**src/rtl/mgt_01_div_sequencer_pkg.sv**
```systemverilog
// Shared types and constants for the divider sequencer: op encoding, FU state,
// sequencer FSM states and default widths.
package mgt_01_div_sequencer_pkg;

  typedef enum logic [1:0] {
    DIV_  = 2'd0,
    DIVU_ = 2'd1,
    REM_  = 2'd2,
    REMU_ = 2'd3
  } div_ops_e;

  typedef enum logic {
    FREE = 1'b0,
    BUSY = 1'b1
  } fu_state_e;

  typedef enum logic [2:0] {
    StIdle,
    StIssue,
    StWait,
    StFix,
    StDone
  } div_seq_state_e;

  localparam int unsigned XLEN_DEFAULT        = 32;
  localparam logic [XLEN_DEFAULT-1:0] XLEN_MIN = {1'b1, {(XLEN_DEFAULT-1){1'b0}}};
  localparam int unsigned WDOG_MARGIN         = 4;
  localparam int unsigned WDOG_CYCLES_DEFAULT = XLEN_DEFAULT + WDOG_MARGIN;

  function automatic logic op_is_signed(div_ops_e op);
    return (op == DIV_) || (op == REM_);
  endfunction

  function automatic logic op_is_rem(div_ops_e op);
    return (op == REM_) || (op == REMU_);
  endfunction

endpackage

```
**src/rtl/mgt_01_div_sequencer_if.sv**
```systemverilog
// Request/result handshake bundle between the execute stage and the divider sequencer.
interface mgt_01_div_sequencer_if
  import mgt_01_div_sequencer_pkg::*;
#(
  parameter int unsigned XLEN = XLEN_DEFAULT
);
  logic            req_valid;
  logic            req_ready;
  div_ops_e        req_op;
  logic [XLEN-1:0] req_dividend;
  logic [XLEN-1:0] req_divisor;
  logic            res_valid;
  logic            res_ready;
  logic [XLEN-1:0] res_data;
  logic            res_err;

  modport master (
    output req_valid, req_op, req_dividend, req_divisor, res_ready,
    input  req_ready, res_valid, res_data, res_err
  );

  modport slave (
    input  req_valid, req_op, req_dividend, req_divisor, res_ready,
    output req_ready, res_valid, res_data, res_err
  );
endinterface

```
**src/rtl/mgt_01_div_special_case.sv**
```systemverilog
// Combinational request screen: flags divide-by-zero and signed overflow, forms their
// direct results, and produces unsigned operand magnitudes for the datapath.
module mgt_01_div_special_case
  import mgt_01_div_sequencer_pkg::*;
#(
  parameter int unsigned XLEN = XLEN_DEFAULT
) (
  input  div_ops_e        op_i,
  input  logic [XLEN-1:0] dividend_i,
  input  logic [XLEN-1:0] divisor_i,
  output logic            zero_o,
  output logic            ovf_o,
  output logic            dvd_neg_o,
  output logic            dvs_neg_o,
  output logic [XLEN-1:0] special_data_o,
  output logic [XLEN-1:0] dvd_mag_o,
  output logic [XLEN-1:0] dvs_mag_o
);
  localparam logic [XLEN-1:0] MinVal = {1'b1, {(XLEN-1){1'b0}}};

  logic is_signed;
  logic is_rem;

  always_comb begin
    is_signed = op_is_signed(op_i);
    is_rem    = op_is_rem(op_i);
    dvd_neg_o = is_signed & dividend_i[XLEN-1];
    dvs_neg_o = is_signed & divisor_i[XLEN-1];
    dvd_mag_o = dvd_neg_o ? -dividend_i : dividend_i;
    dvs_mag_o = dvs_neg_o ? -divisor_i : divisor_i;
    zero_o    = (divisor_i == '0);
    ovf_o     = is_signed & (dividend_i == MinVal) & (divisor_i == '1);
    special_data_o = '0;
    if (zero_o) begin
      special_data_o = is_rem ? dividend_i : '1;
    end else if (ovf_o) begin
      special_data_o = is_rem ? '0 : MinVal;
    end
  end
endmodule

```
**src/rtl/mgt_01_div_sequencer.sv**
```systemverilog
// Divider sequencer: screens special cases, drives the radix-2 datapath, applies sign fix-up
// and holds the result for writeback. MGT_01_DIV_REM_FUSE_EN adds a one-entry div/rem reuse.
module mgt_01_div_sequencer
  import mgt_01_div_sequencer_pkg::*;
#(
  parameter int unsigned XLEN        = XLEN_DEFAULT,
  parameter int unsigned WDOG_CYCLES = XLEN + WDOG_MARGIN
) (
  input  logic                   clk_i,
  input  logic                   rst_n_i,
  input  logic                   clk_en_i,
  input  logic                   flush_i,
  mgt_01_div_sequencer_if.slave  bus,
  output fu_state_e              fu_state_o,
  output logic                   div_start_o,
  output logic                   div_abort_o,
  output logic [XLEN-1:0]        div_dividend_o,
  output logic [XLEN-1:0]        div_divisor_o,
  input  logic                   div_done_i,
  input  logic [XLEN-1:0]        div_quotient_i,
  input  logic [XLEN-1:0]        div_remainder_i
);
  localparam int unsigned CntW = $clog2(WDOG_CYCLES + 1);
  localparam logic [CntW-1:0] CntLast = CntW'(WDOG_CYCLES - 1);

  div_seq_state_e  state_q;
  div_ops_e        op_q;
  logic            dvd_neg_q, dvs_neg_q;
  logic [XLEN-1:0] quo_q, rem_q;
  logic [CntW-1:0] cnt_q;
  logic            res_valid_q, res_err_q, start_q, abort_q;
  logic [XLEN-1:0] res_data_q, dvd_mag_q, dvs_mag_q;

  logic            sc_zero, sc_ovf, sc_special, sc_dvd_neg, sc_dvs_neg;
  logic [XLEN-1:0] sc_data, sc_dvd_mag, sc_dvs_mag;
  logic            accept, wdog_fire, fuse_hit;
  logic [XLEN-1:0] quo_fix, rem_fix, fix_data, fuse_data;

  mgt_01_div_special_case #(
    .XLEN (XLEN)
  ) u_special_case (
    .op_i           (bus.req_op),
    .dividend_i     (bus.req_dividend),
    .divisor_i      (bus.req_divisor),
    .zero_o         (sc_zero),
    .ovf_o          (sc_ovf),
    .dvd_neg_o      (sc_dvd_neg),
    .dvs_neg_o      (sc_dvs_neg),
    .special_data_o (sc_data),
    .dvd_mag_o      (sc_dvd_mag),
    .dvs_mag_o      (sc_dvs_mag)
  );

  assign bus.req_ready = (state_q == StIdle);
  assign accept        = bus.req_valid & bus.req_ready & clk_en_i & ~flush_i;
  assign sc_special    = sc_zero | sc_ovf;
  assign wdog_fire     = (state_q == StWait) & ~div_done_i & (cnt_q == CntLast);

  // Sign flags are already zero for unsigned ops, so no extra op gating is needed.
  always_comb begin
    quo_fix  = (dvd_neg_q ^ dvs_neg_q) ? -quo_q : quo_q;
    rem_fix  = dvd_neg_q ? -rem_q : rem_q;
    fix_data = op_is_rem(op_q) ? rem_fix : quo_fix;
  end

`ifdef MGT_01_DIV_REM_FUSE_EN
  logic            fuse_vld_q, fuse_signed_q;
  logic [XLEN-1:0] fuse_dvd_q, fuse_dvs_q, fuse_quo_q, fuse_rem_q, pend_dvd_q, pend_dvs_q;

  always_comb begin
    fuse_hit  = fuse_vld_q & (fuse_dvd_q == bus.req_dividend) & (fuse_dvs_q == bus.req_divisor) &
                (fuse_signed_q == op_is_signed(bus.req_op));
    fuse_data = op_is_rem(bus.req_op) ? fuse_rem_q : fuse_quo_q;
  end

  always_ff @(posedge clk_i or negedge rst_n_i) begin
    if (!rst_n_i) begin
      fuse_vld_q    <= 1'b0;
      fuse_signed_q <= 1'b0;
      fuse_dvd_q    <= '0;
      fuse_dvs_q    <= '0;
      fuse_quo_q    <= '0;
      fuse_rem_q    <= '0;
      pend_dvd_q    <= '0;
      pend_dvs_q    <= '0;
    end else if (clk_en_i) begin
      if (flush_i || wdog_fire || (accept && sc_special)) begin
        fuse_vld_q <= 1'b0;
      end else if (state_q == StFix) begin
        fuse_vld_q    <= 1'b1;
        fuse_signed_q <= op_is_signed(op_q);
        fuse_dvd_q    <= pend_dvd_q;
        fuse_dvs_q    <= pend_dvs_q;
        fuse_quo_q    <= quo_fix;
        fuse_rem_q    <= rem_fix;
      end
      if (accept) begin
        pend_dvd_q <= bus.req_dividend;
        pend_dvs_q <= bus.req_divisor;
      end
    end
  end
`else
  assign fuse_hit  = 1'b0;
  assign fuse_data = '0;
`endif

  always_ff @(posedge clk_i or negedge rst_n_i) begin
    if (!rst_n_i) begin
      state_q     <= StIdle;
      op_q        <= DIV_;
      dvd_neg_q   <= 1'b0;
      dvs_neg_q   <= 1'b0;
      quo_q       <= '0;
      rem_q       <= '0;
      cnt_q       <= '0;
      res_valid_q <= 1'b0;
      res_err_q   <= 1'b0;
      res_data_q  <= '0;
      start_q     <= 1'b0;
      abort_q     <= 1'b0;
      dvd_mag_q   <= '0;
      dvs_mag_q   <= '0;
    end else if (clk_en_i) begin
      start_q <= 1'b0;
      abort_q <= 1'b0;
      if (flush_i) begin
        state_q     <= StIdle;
        res_valid_q <= 1'b0;
        res_err_q   <= 1'b0;
        abort_q     <= (state_q == StWait);
      end else begin
        case (state_q)
          StIdle: begin
            if (accept) begin
              op_q      <= bus.req_op;
              dvd_neg_q <= sc_dvd_neg;
              dvs_neg_q <= sc_dvs_neg;
              res_err_q <= 1'b0;
              if (sc_special) begin
                state_q     <= StDone;
                res_valid_q <= 1'b1;
                res_data_q  <= sc_data;
              end else if (fuse_hit) begin
                state_q     <= StDone;
                res_valid_q <= 1'b1;
                res_data_q  <= fuse_data;
              end else begin
                state_q   <= StIssue;
                start_q   <= 1'b1;
                dvd_mag_q <= sc_dvd_mag;
                dvs_mag_q <= sc_dvs_mag;
              end
            end
          end
          StIssue: begin
            state_q <= StWait;
            cnt_q   <= '0;
          end
          StWait: begin
            if (div_done_i) begin
              quo_q   <= div_quotient_i;
              rem_q   <= div_remainder_i;
              state_q <= StFix;
            end else if (wdog_fire) begin
              abort_q     <= 1'b1;
              res_err_q   <= 1'b1;
              res_data_q  <= '0;
              res_valid_q <= 1'b1;
              state_q     <= StDone;
            end else begin
              cnt_q <= cnt_q + 1'b1;
            end
          end
          StFix: begin
            res_data_q  <= fix_data;
            res_valid_q <= 1'b1;
            state_q     <= StDone;
          end
          StDone: begin
            if (bus.res_ready) begin
              res_valid_q <= 1'b0;
              res_err_q   <= 1'b0;
              state_q     <= StIdle;
            end
          end
          default: state_q <= StIdle;
        endcase
      end
    end
  end

  // Pulses only ever appear on enabled cycles, even if the enable drops while one is pending.
  assign div_start_o    = start_q & clk_en_i;
  assign div_abort_o    = abort_q & clk_en_i;
  assign div_dividend_o = dvd_mag_q;
  assign div_divisor_o  = dvs_mag_q;
  assign bus.res_valid  = res_valid_q;
  assign bus.res_data   = res_data_q;
  assign bus.res_err    = res_err_q;
  assign fu_state_o     = (state_q == StIdle) ? FREE : BUSY;
endmodule

```
**src/flat_wrapper.sv**
```systemverilog
// flat-port wrapper written by rule: the top's interface ports become plain ports
module mgt_01_div_sequencer_flat import mgt_01_div_sequencer_pkg::*;
#(
  parameter int unsigned XLEN        = XLEN_DEFAULT,
  parameter int unsigned WDOG_CYCLES = XLEN + WDOG_MARGIN
)
  (clk_i, rst_n_i, clk_en_i, flush_i, fu_state_o, div_start_o, div_abort_o, div_dividend_o, div_divisor_o, div_done_i, div_quotient_i, div_remainder_i, bus_req_valid, bus_req_op, bus_req_dividend, bus_req_divisor, bus_res_ready, bus_req_ready, bus_res_valid, bus_res_data, bus_res_err);
  mgt_01_div_sequencer_if #(.XLEN(XLEN)) bus_i ();
  input  logic clk_i;
  input  logic rst_n_i;
  input  logic clk_en_i;
  input  logic flush_i;
  output fu_state_e fu_state_o;
  output logic div_start_o;
  output logic div_abort_o;
  output logic [XLEN-1:0] div_dividend_o;
  output logic [XLEN-1:0] div_divisor_o;
  input  logic div_done_i;
  input  logic [XLEN-1:0] div_quotient_i;
  input  logic [XLEN-1:0] div_remainder_i;
  input wire logic [$bits(bus_i.req_valid)-1:0] bus_req_valid;
  input wire logic [$bits(bus_i.req_op)-1:0] bus_req_op;
  input wire logic [$bits(bus_i.req_dividend)-1:0] bus_req_dividend;
  input wire logic [$bits(bus_i.req_divisor)-1:0] bus_req_divisor;
  input wire logic [$bits(bus_i.res_ready)-1:0] bus_res_ready;
  output wire logic [$bits(bus_i.req_ready)-1:0] bus_req_ready;
  output wire logic [$bits(bus_i.res_valid)-1:0] bus_res_valid;
  output wire logic [$bits(bus_i.res_data)-1:0] bus_res_data;
  output wire logic [$bits(bus_i.res_err)-1:0] bus_res_err;
  assign bus_i.req_valid = bus_req_valid;
  assign bus_i.req_op = bus_req_op;
  assign bus_i.req_dividend = bus_req_dividend;
  assign bus_i.req_divisor = bus_req_divisor;
  assign bus_i.res_ready = bus_res_ready;
  assign bus_req_ready = bus_i.req_ready;
  assign bus_res_valid = bus_i.res_valid;
  assign bus_res_data = bus_i.res_data;
  assign bus_res_err = bus_i.res_err;
  mgt_01_div_sequencer #(.XLEN(XLEN), .WDOG_CYCLES(WDOG_CYCLES)) u_core (.clk_i(clk_i), .rst_n_i(rst_n_i), .clk_en_i(clk_en_i), .flush_i(flush_i), .bus(bus_i), .fu_state_o(fu_state_o), .div_start_o(div_start_o), .div_abort_o(div_abort_o), .div_dividend_o(div_dividend_o), .div_divisor_o(div_divisor_o), .div_done_i(div_done_i), .div_quotient_i(div_quotient_i), .div_remainder_i(div_remainder_i));
endmodule
```
**config.mk**
```make
export PLATFORM = sky130hd
export DESIGN_NAME = mgt_01_div_sequencer_flat
export DESIGN_NICKNAME = d
export VERILOG_FILES = /design/src/rtl/mgt_01_div_sequencer_pkg.sv /design/src/rtl/mgt_01_div_sequencer_if.sv /design/src/rtl/mgt_01_div_special_case.sv /design/src/rtl/mgt_01_div_sequencer.sv /design/src/flat_wrapper.sv
export SDC_FILE = /design/constraint.sdc
export NUM_CORES = 1
export LEC_CHECK = 0
export CAP_MARGIN = 25
export CORE_AREA = 2 2 149 151
export DETAILED_ROUTE_END_ITERATION = 8
export DIE_AREA = 0 0 151 153
export PLACE_DENSITY = 0.83
export SYNTH_ARGS = -nofsm -noshare
export SYNTH_HDL_FRONTEND = slang
export SYNTH_HIERARCHICAL = 1
export SYNTH_SLANG_ARGS = --single-unit
export TNS_END_PERCENT = 30
```
**constraint.sdc**
```tcl
create_clock -name clk_i -period 4.7 [get_ports clk_i]
set_input_delay 0.94 -clock clk_i [delete_from_list [all_inputs] [get_ports clk_i]]
set_output_delay 0.94 -clock clk_i [all_outputs]
set_load 0.02 [all_outputs]
```
; ---- Word-level counts from Yosys, hierarchy flattened
; Index checks and enable logic that the tools add are counted.
[classes]
n_addsub = 5
n_eq_ne = 22
n_mux = 43
bitwise = 16
reduce_logical = 18
[ops]
columns = cell, n
row1 = two-way mux 32 bit, 13
row2 = negator 32 bit, 4
row3 = case mux 32 bit (3 select lines), 1
row4 = "== test 32 bit, second input constant", 2
row5 = zero test 32 bit, 1
row6 = two-way mux 3 bit, 6
row7 = two-way mux 1 bit, 17
row8 = case mux 3 bit (5 select lines), 1
row9 = AND reduction 7 bit, 2
row10 = two-way mux 6 bit, 2
row11 = "inequality test 3 bit, second input constant", 4
row12 = case mux 6 bit (2 select lines), 1
row13 = AND reduction 4 bit, 3
row14 = bitwise AND 1 bit, 11
row15 = AND reduction 5 bit, 2
row16 = "== test 2 bit, second input constant", 4
row17 = "inequality test 2 bit, second input constant", 4
row18 = "adder 6 x 1 -> 6 bit, second input constant", 1
row19 = "== test 3 x 2 -> 1 bit, second input constant", 2
row20 = "== test 6 bit, second input constant", 1
row21 = AND reduction 6 bit, 1
row22 = nonzero test 5 bit, 1
row23 = "inequality test 4 x 3 -> 1 bit, second input constant", 1
row24 = case mux 1 bit (4 select lines), 1
row25 = other kinds (14), 18
[totals]
regBits = 177
in_bits = 137
output_inout_bits = 102
word_cells = 118

; ---- Logic depth before layout (Yosys ltp)
[depth]
depth_word = 9
ltp_mapped = 14
depth_no_buf = 12

; ---- Cells and area by module
; The synthesis kept the hierarchy.
[modules_own_cells]
columns = mod, n_inst, cells_per_inst, area_each_um2, seq_area_each_um2
row1 = mgt_01_div_sequencer, 1, 771, 8710.9, 4404.2
row2 = mgt_01_div_special_case, 1, 291, 1936.9, 0.0

; ---- Least setup slack after synthesis
; No wires, ideal clock.
[synth_timing]
path_type = input to register
start = in bus_req_dividend[1]
end = reg u_core.dvd_mag_q[0], in the netlist u_core/div_dividend_o[0]
setup_ns = 0.125
arrival_time_ns = 3.883
t_required_ns = 4.575
setup_slack_ns = 0.693
path_stages = 10
path_buffers = 2
path_cell_list = inv_1 > ha_1 > nor3b_1 > nand2_1 > or3_1 > nor4b_1 > or3_1 > clkbuf_1 > clkbuf_1 > mux2_2
[synth_between]
elab_chain_cells = 6
[synth_lines]
columns = item, line
row1 = start: declaration, flat_wrapper.sv:23  ; input wire logic [$bits(bus_i.req_dividend)-1:0] bus_req_dividend;
row2 = == test 32 bit, mgt_01_div_special_case.sv:32  ; ovf_o = is_signed & (dividend_i == MinVal) & (divisor_i == '1);
row3 = bitwise AND 1 bit (2 in series), mgt_01_div_special_case.sv:32
row4 = named net u_core.sc_ovf, mgt_01_div_sequencer.sv:34  ; logic sc_zero, sc_ovf, sc_special, sc_dvd_neg, sc_dvs_neg;
row5 = OR 1 bit, mgt_01_div_sequencer.sv:56  ; assign sc_special = sc_zero | sc_ovf;
row6 = NOT 1 bit (no line), -
row7 = AND reduction 5 bit (no line), -
row8 = end signal: assignment, mgt_01_div_sequencer.sv:151  ; dvd_mag_q <= sc_dvd_mag;
row9 = end: declaration, mgt_01_div_sequencer.sv:32  ; logic [XLEN-1:0] res_data_q, dvd_mag_q, dvs_mag_q;
; The timed path passes the listed nets, and every way through them passes these cells.
; A chain may end at the register's enable or synchronous reset.

; ---- Worst setup path after layout
[layout_timing]
start = in bus_req_divisor[3]
end = reg u_core.res_data_q[29], in the netlist u_core/bus.res_data[29]
[layout_between]
word_cells_on_any_way = 11
cone_classes = eq/ne (2) / mux (5) / bitwise (2) / reduce/logical (2)
[layout_rtl]
columns = item, line
row1 = start: declaration, flat_wrapper.sv:24  ; input wire logic [$bits(bus_i.req_divisor)-1:0] bus_req_divisor;
row2 = zero test 32 bit (*), mgt_01_div_special_case.sv:31  ; zero_o = (divisor_i == '0);
row3 = named net u_core.sc_zero, mgt_01_div_sequencer.sv:34
row4 = two-way mux 32 bit, mgt_01_div_special_case.sv:34  ; if (zero_o) begin
row5 = two-way mux 32 bit, mgt_01_div_sequencer.sv:140  ; if (sc_special) begin
row6 = two-way mux 32 bit, mgt_01_div_sequencer.sv:135  ; if (accept) begin
row7 = case mux 32 bit (3 select lines), mgt_01_div_sequencer.sv:133  ; case (state_q)
row8 = end signal: assignment, mgt_01_div_sequencer.sv:143  ; res_data_q <= sc_data;
row9 = end signal: assignment, mgt_01_div_sequencer.sv:147  ; res_data_q <= fuse_data;
row10 = end signal: assignment, mgt_01_div_sequencer.sv:176  ; res_data_q <= fix_data;
row11 = end: declaration, mgt_01_div_sequencer.sv:32
; The timed path passes the listed nets; every way through them passes the cells marked *. The select of a mux whose other input is x is not followed.

==> impl_metrics.json <==
{
  "max_cap_viol_count": 0,
  "rsz0062_at_grt": "no",
  "cp-end-kind": "flip-flop",
  "antenna_cells": 0,
  "final_layout_size_suffix_gt1_share_pct": 19.4,
  "portBuffers": 238,
  "yosys-top-cells-area": "dfrtp_1, mux2_2, xnor2_1",
  "period_minus_slack_ns": 4.32,
  "grt-ovfl-total": 0,
  "layout_common_cells": "clkdlybuf4s50_1, dfrtp_1, mux2_2",
  "synth_warnings": 6,
  "powerDensity_mw_per_mm2": 628,
  "startpoint_type": "input port",
  "cts_hold_buf": 0,
  "io_pins": 239,
  "status": "completed",
  "skew_ns": 0.0102,
  "initial_utilization_pct": 49.6,
  "drtAntennaViolNets": 0,
  "hp-class": "in2async",
  "relSlewSlack_pct": 33.3,
  "arrival_ns": 4.66,
  "grt_max_degree": 102,
  "place_congestion": 0.921,
  "syn_avg_cell_area_um2": 10.0,
  "hold_viol_final": 0,
  "async_flop_share_pct": 100,
  "synth_edf_count": 0,
  "worst_pin_slew_ns": 1.00,
  "htree_levels": 4,
  "vias": 9327,
  "yosysUniqueCellTypes": 67,
  "crit_required_ns": 5.04,
  "grt_pass1_wl_um": 48100,
  "fillers": 1688,
  "grt_pass1_vias": 9299,
  "cpPeakStageDelay_ns": 0.73,
  "vdd_ir_drop_max_mv": 0.368,
  "viasPerCell": 5.90,
  "final-seq-area_mm2": 0.00440,
  "ys_ff_latch": 176,
  "synth_area_leader_cell": "dfrtp_1",
  "crit_type": "in2reg",
  "clock_latency_ns": 0.43,
  "power_leakage_nw": 5.76,
  "mostFrequentLayoutCell": "clkdlybuf4s50_1",
  "regToRegSetupSlack_ns": 1.67,
  "postLayoutCoreUtil_pct": 65.1,
  "die_w_um": 151,
  "cts_tree": "built",
  "die_h_um": 153,
  "cts_buffer_depth": 2,
  "place_hpwl_um": 23000,
  "crit_top_cell": "nor2_1",
  "post_cts_buffers": 0,
  "tns_ns": 0,
  "max_clock_freq_ghz": 0.231,
  "syn_to_final_growth_pct": 31.3,
  "root_buffer": "clkbuf_16",
  "clk_pin_slew_ns": 0.07,
  "num-nets-final": 1432,
  "route.detailed.drc": 0,
  "wire_per_inst_um": 19.4,
  "syn_area_mm2": 0.0106,
  "clock-sinks": 176,
  "crit_fanout": 13,
  "syn_nets": 1205,
  "ys_seq_area_share_pct": 41.4,
  "cts_resized": 0,
  "cp_slowest_cell": "or4_2",
  "grt_use_total_pct": 26.6,
  "drt_iter0_drc": 740,
  "synth_flop_cell": "dfrtp_1",
  "drt_pass1_iterations": 5,
  "multi_input_area_mm2": 0.00577,
  "wirelength_um": 30600,
  "numCtsBuffers": 17,
  "rows": 54,
  "coreArea_mm2": 0.0215,
  "synthCells": 1062,
  "fin_crit_sh_pct": 91.9,
  "antenna_found_initial": 0,
  "die_area_mm2": 0.0231,
  "setup_viol": 0,
  "cp_cell_sequence": "clkdlybuf4s50_1 > or4_1 > or3_1 > or4_2 > inv_2 > nor2_1 > a211oi_1 > o221ai_2 > nor2_1 > a221oi_1 > o21ai_0",
  "synth_top_area_share_pct": 41.4,
  "final_max_slew_viol_count": 0
}
## cell usage after synthesis (7+ instances only)
| cell type | n |
|---|---|
| nor3_1 | 21 |
| dfrtp_1 | 176 |
| or3_1 | 10 |
| o211ai_1 | 9 |
| nand3_1 | 14 |
| o22ai_1 | 7 |
| nor2_1 | 71 |
| nor4_1 | 18 |
| xor2_1 | 34 |
| clkbuf_1 | 47 |
| o21ai_0 | 52 |
| a21oi_1 | 46 |
| nand4_1 | 13 |
| o31ai_1 | 25 |
| nand2_1 | 49 |
| a221oi_1 | 11 |
| inv_1 | 51 |
| a31oi_1 | 15 |
| a21oi_2 | 28 |
| xnor2_1 | 82 |
| or4_1 | 15 |
| o41ai_1 | 11 |
| and3_1 | 11 |
| mux2_2 | 133 |
| nand2b_1 | 16 |
## per-layer routing
layer	GRT usage, %	part of all wire (%)	up-vias
met1	33.9	41	4555
met2	43.6	48	375
met3	4.33	5.9	96
met4	13.5	5.1	0
li1	-	-	4301
met5	0	0	-
## worst max-delay path, delay by kind of cell
kind,cells,cell delay (ns)
buf+inv,2,0.55
simple gates,5,2.19
compound gates,4,0.97
## power breakdown
group          switching, mW  total, mW  internal (mW)
combinational           2.27       4.41           2.14
sequential             0.697       2.88           2.19
clock                  0.640       1.48          0.840
## layout make-up
type / count / share of cell area [%]
Inverter: 52 / 1.40
Tap cell: 280 / 2.51
Timing Repair Buffer: 267 / 19.0
Clock buffer: 20 / 3.34
Sequential cell: 176 / 31.5
Clock inverter: 12 / 1.04
Multi-Input combinational cell: 775 / 41.3
## stage by stage
stage               hold WS, ns  cell area (µm²)  power, mW  worst slack (ns)  instances
floorplan                 0.446            10600       5.49             0.693       1062
CTS                       0.484            13900       8.76             0.458       1580
global route              0.435            14000       9.28             0.117       1582
finish                    0.407            14000       8.78             0.380       1582
detailed placement        0.475            13300       7.25            0.0220       1548
global placement          0.464            13300       7.11             0.122       1547
## kinds of logic after synthesis
kind of cell | count (synthesis) | synth area share [%]
fa+ha+maj | 6 | 0.705
mux | 137 | 14.4
flops | 176 | 41.4
buf+inv | 111 | 4.55
simple gates | 271 | 13.5
xor+xnor | 116 | 9.54
compound gates | 245 | 15.9
## state kept, by name, indices dropped and copies added (netlist names)
name                   flops
u_core/op_q                1
u_core/bus.res_data       32
u_core/bus.res_err         1
u_core/div_divisor_o      32
u_core/abort_q             1
u_core/dvs_neg_q           1
u_core/div_dividend_o     32
u_core/cnt_q               6
u_core/bus.res_valid       1
u_core/rem_q              32
u_core/start_q             1
u_core/dvd_neg_q           1
u_core/state_q             3
u_core/quo_q              32
## worst paths after layout
| check | from | endpoint | cells after the start |
|---|---|---|---|
| worst max register to register | u_core/rem_q[7]$_DFFE_PN0P_ | u_core/bus.res_data[31]$_DFFE_PN0P_ | 6 |
| min in group clk_i | u_core/cnt_q[5]$_DFFE_PN0P_ | u_core/cnt_q[5]$_DFFE_PN0P_ | 1 |
| worst max-delay path | bus_req_divisor[3] | u_core/bus.res_data[29]$_DFFE_PN0P_ | 11 |
| worst min register to register | u_core/cnt_q[5]$_DFFE_PN0P_ | u_core/cnt_q[5]$_DFFE_PN0P_ | 1 |
| worst min-delay path | rst_n_i | u_core/div_dividend_o[2]$_DFFE_PN0P_ | 1 |
| max in group asynchronous | rst_n_i | u_core/rem_q[30]$_DFFE_PN0P_ | 3 |
Power figures use the tool's default switching activity.
